===== src/rtl/lfsr_seq_ctrl.sv =====
// Sequencer for the blinker-board LFSR: seed loading, step pacing,
// all-zero lock-up recovery and a valid/ready seed port.
module lfsr_seq_ctrl #(
  parameter int unsigned WIDTH = 4,
  parameter int unsigned DIV_W = 24,
  parameter int unsigned CNT_W = 16,
  parameter logic [WIDTH-1:0] DEFAULT_SEED = 4'b0100
) (
  input  logic             clk,
  input  logic             rst,
  input  logic             start,
  input  logic             stop,
  input  logic [DIV_W-1:0] div,
  input  logic             seed_valid,
  input  logic [WIDTH-1:0] seed_data,
  output logic             seed_ready,
  input  logic [WIDTH-1:0] lfsr_out,
  output logic             lfsr_rst,
  output logic             lfsr_enb,
  output logic [WIDTH-1:0] lfsr_seed,
  output logic             running,
  output logic             lockup,
  output logic [CNT_W-1:0] step_cnt
);

  typedef enum logic [1:0] {
    IDLE = 2'd0,
    LOAD = 2'd1,
    RUN  = 2'd2
  } state_t;

  state_t           state_q, state_d;
  logic [DIV_W-1:0] presc_q, presc_d;
  logic [DIV_W-1:0] div_q, div_d;
  logic [CNT_W-1:0] step_q, step_d;
  logic [WIDTH-1:0] seed_q, seed_d;
  logic             seed_xfer;

  // Strobes come from registered state only; lockup also looks at inputs
  // so it stays quiet whenever a higher-priority event wins the cycle.
  assign running    = (state_q == RUN);
  assign lfsr_rst   = (state_q == LOAD);
  assign seed_ready = (state_q != LOAD);
  assign lfsr_enb   = running && (presc_q == div_q - DIV_W'(1));
  assign lfsr_seed  = seed_q;
  assign step_cnt   = step_q;
  assign seed_xfer  = seed_valid && seed_ready;
  assign lockup     = running && (lfsr_out == '0) && !stop
                      && !start && !seed_xfer;

  always_comb begin
    state_d = state_q;
    presc_d = presc_q;
    div_d   = div_q;
    step_d  = step_q;
    seed_d  = seed_q;
    if (seed_xfer) begin
      seed_d = (seed_data == '0) ? DEFAULT_SEED : seed_data;
    end
    unique case (state_q)
      IDLE: begin
        if (start && !stop) state_d = LOAD;
      end
      LOAD: begin
        presc_d = '0;
        step_d  = '0;
        div_d   = (div == '0) ? DIV_W'(1) : div;
        state_d = stop ? IDLE : RUN;
      end
      RUN: begin
        if (lfsr_enb) begin
          presc_d = '0;
          step_d  = step_q + CNT_W'(1);
        end else begin
          presc_d = presc_q + DIV_W'(1);
        end
        if (stop) begin
          state_d = IDLE;
        end else if (start || seed_xfer) begin
          state_d = LOAD;
        end else if (lfsr_out == '0) begin
          state_d = LOAD;
        end
      end
      default: state_d = IDLE;
    endcase
  end

  always_ff @(posedge clk or posedge rst) begin
    if (rst) begin
      state_q <= IDLE;
      presc_q <= '0;
      div_q   <= DIV_W'(1);
      step_q  <= '0;
      seed_q  <= DEFAULT_SEED;
    end else begin
      state_q <= state_d;
      presc_q <= presc_d;
      div_q   <= div_d;
      step_q  <= step_d;
      seed_q  <= seed_d;
    end
  end

endmodule

===== config.mk =====
export PLATFORM = sky130hd
export DESIGN_NAME = lfsr_seq_ctrl
export DESIGN_NICKNAME = d
export VERILOG_FILES = /design/src/rtl/lfsr_seq_ctrl.sv
export SDC_FILE = /design/constraint.sdc
export NUM_CORES = 1
export LEC_CHECK = 0
export ABC_AREA = 0
export CORE_MARGIN = 2
export CORE_UTILIZATION = 50
export CTS_CLUSTER_SIZE = 12
export DETAILED_ROUTE_END_ITERATION = 8
export PLACE_DENSITY = 0.8
export SETUP_SLACK_MARGIN = 0.02
export SLEW_MARGIN = 20
export SYNTH_ARGS = -nofsm -noshare
export SYNTH_HDL_FRONTEND = slang
export SYNTH_SLANG_ARGS = --single-unit

===== constraint.sdc =====
create_clock -name clk -period 4.78 [get_ports clk]
set_clock_uncertainty 0.2 [all_clocks]
set_input_delay 1.434 -clock clk [delete_from_list [all_inputs] [get_ports clk]]
set_output_delay 1.434 -clock clk [all_outputs]
set_load 0.03 [all_outputs]

==> metrics.yaml <==
grt_first_pass_wirelength_um: 19300
synthAdderAreaFrac_pct: 1.94
avgSynthCellArea_sq_um: 9.38
grt_max_degree: 38
hp-class: "reg2reg"
r2r_start: "div_q[13]"
min_period_ns: 4.60
cpLargestDelayFamily: "simple AND/OR/NAND/NOR gates"
via_count: 4034
total_leakage_power_nw: 2.22
place_area_sq_um: 5240
synth_top_family_by_area: "simple AND/OR/NAND/NOR gates"
crit_buf_inv: 1
area_growth_pct: 22.7
async_reset_ff_share_pct: 100
crit_chain: "nor4_4 > or4b_4 > a2111oi_4 > o221ai_1 > or3_4 > nor3_4 > buf_4"
report.final.slew_viol_count: 0
p_per_area_nw_per_um2: 494
mostFrequentLayoutCell: "dfrtp_1"
max_freq_ghz: 0.217
cp-startpoint: "div_q[14]"
hold_viol: 0
cts_sinks: 70
ctsRootBufferMaster: "clkbuf_8"
ys.flop_type: "dfrtp_1"
cap_viol_max_count: 0
cp-end-kind: "output pin"
worst-setup-path-type: "reg2out"
grt_overflow: 0
core_sq_um: 8760
clk-insertion-delay-late_ns: 0.35
routedWlPerCell_um: 17.5
worst_pin_slew_ns: 0.746
wirelength_um: 11500
rows: 34
grt.total_usage_pct: 24.1
dpl_worst_slack_ns: 0.305
drt-initial-drc-count: 191
synth_cell_types: 61
initial_core_util_pct: 51.6
cts_buffers: 9
relSlewSlack_pct: 50.2
numPortBuffers: 61
muxShareOfSynthArea_pct: 8.66
yosysWarnings: 0
layout_common_cells: "67 x dfrtp_1, 59 x clkdlybuf4s50_1, 46 x nand2_1, 29 x nor2_1, 25 x mux2_2"
synth-edff-count: 0
syn_inst: 482
worstPathArrival_ns: 2.97
die_h_um: 99.1
die_x_um: 99.1
die-area_sq_um: 9820
tns_ns: 0
grt_pass1_vias: 3972
min_from: "lfsr_seed[2]"
drt_first_pass_iters: 4
finalSetupViolations: 0
cp_slowest_stage_delay_ns: 0.51
htree_levels: 3
cp.required_ns: 3.15
worst_slack_ns: 0.176
synth_compound_area_share_pct: 15.4
vdd_drop_max_mv: 0.296
postRouteAntennaNets: 0
final_nets: 590
grt_antenna_before_repair: 0
syn_area_sq_um: 4520
cp_slowest_cell: "or4b_4"
dp_hpwl_um: 8460
fin_crit_sh_pct: 96.3
drive_gt1_share_pct: 13.4
synth-simple-area-share_pct: 25.8
clk_path_buf_depth: 2
status: "finished clean"
design_area_sq_um: 5550
via_per_inst: 6.12
clkTransAtPathRegs_ns: 0.08
synth_xor_area_share_pct: 5.73
rsz0062_at_grt: "false"
num_io_pins: 62
num_antenna_cells: 0
cp-start-kind: "flop"
critPathMaxFanout: 4
cts_tree: "done"
drc_errors: 0
postCtsHoldBufs: 0
ys_ff_latch: 70
yosysSeqAreaShare_pct: 38.8
synth_nets: 526
gp_congestion: 0.898
-- through the flow --
stage               cells  total power [W]  util [%]  hold WS, ns
finish                659          0.00274      63.3        0.280
CTS                   657          0.00271      62.6        0.289
global route          659          0.00292      63.3        0.320
global placement      641          0.00208      59.8        0.271
detailed placement    641          0.00212      59.8        0.277
floorplan             482          0.00178         -        0.300
-- cells in the mapped netlist, drive strengths merged, types with 6 or more instances --
cell	number	area share (%)
mux2	25	6.2
nand4	18	2.6
or3	7	1.1
xor2	11	2.1
nand2b	15	2.1
o2bb2ai	12	2.3
xnor2	16	3.1
a21oi	13	1.4
and3	11	1.5
buf	6	1.1
clkbuf	13	1.1
dfrtp	68	38
or4	8	1.3
ha	7	1.9
nor3	16	1.8
o22ai	7	0.97
nand3	16	1.9
o211ai	6	1.0
inv	18	1.5
nand2	46	3.8
mux2i	11	2.4
o21ai	26	2.9
nor2	29	2.4
nor4	16	2.7
-- final timing paths --
check | slack (ns) | end | cells past startpoint
min in group asynchronous | 1.35 | presc_q[21] | 2
worst min-delay path | 0.28 | lfsr_seed[2] | 2
worst max-delay path | 0.18 | lfsr_enb | 7
max in group asynchronous | 2.31 | div_q[0] | 3
worst min register to register | 0.28 | lfsr_seed[2] | 2
worst max register to register | 1.04 | presc_q[19] | 8
-- report_power, final --
group	switching (W)	leakage, nW	internal [W]
sequential	0.000188	0.910	0.000731
clock	0.000236	0.112	0.000346
combinational	0.000706	1.20	0.000533
total	0.00113	2.22	0.00161
-- sequential cells by signal (all words and copies together) (netlist names) --
signal,flops
div_q,24
state_q,2
step_cnt,16
presc_q,24
lfsr_seed,4
-- final cells by class --
class	instances	area [sq um]
Timing Repair Buffer	72	701
Inverter	18	67.6
Tap cell	108	135
Clock inverter	6	110
Multi-Input combinational cell	375	2650
Clock buffer	10	128
Sequential cell	70	1760
Fill cell	742	3220
-- metal layers --
layer  share of wire (%)  vias to the layer above  global-route usage, %
li1                    -                     1941                      -
met1                  43                     1960                   30.4
met2                  51                      116                   41.9
met3                 4.6                       17                   4.78
met4                 1.6                        0                   7.06
met5                   0                        -                      0
-- logic make-up (layout without fill, tap and decap cells) --
family,count (synthesis),in the layout
AOI/OAI and AO/OA,98,98
and+or+nand+nor,206,206
DFF,70,70
adders and majority gates,7,7
muxes,36,36
buffers and inverters,37,106
xor gates and xnor gates,28,28
-- worst min-delay path: stages (launching register included) --
cell and delay, ns:
dfstp_2 0.37, nand2_1 0.04, o21ai_0 0.07
-- timing repair --
action,CTS,global route
resized for setup,1,9
hold endpoints to repair,0,0
pin swaps,0,1
buffers inserted,0,2
setup endpoints to repair,1,1
Note: power is estimated with default switching activity, not from simulation.
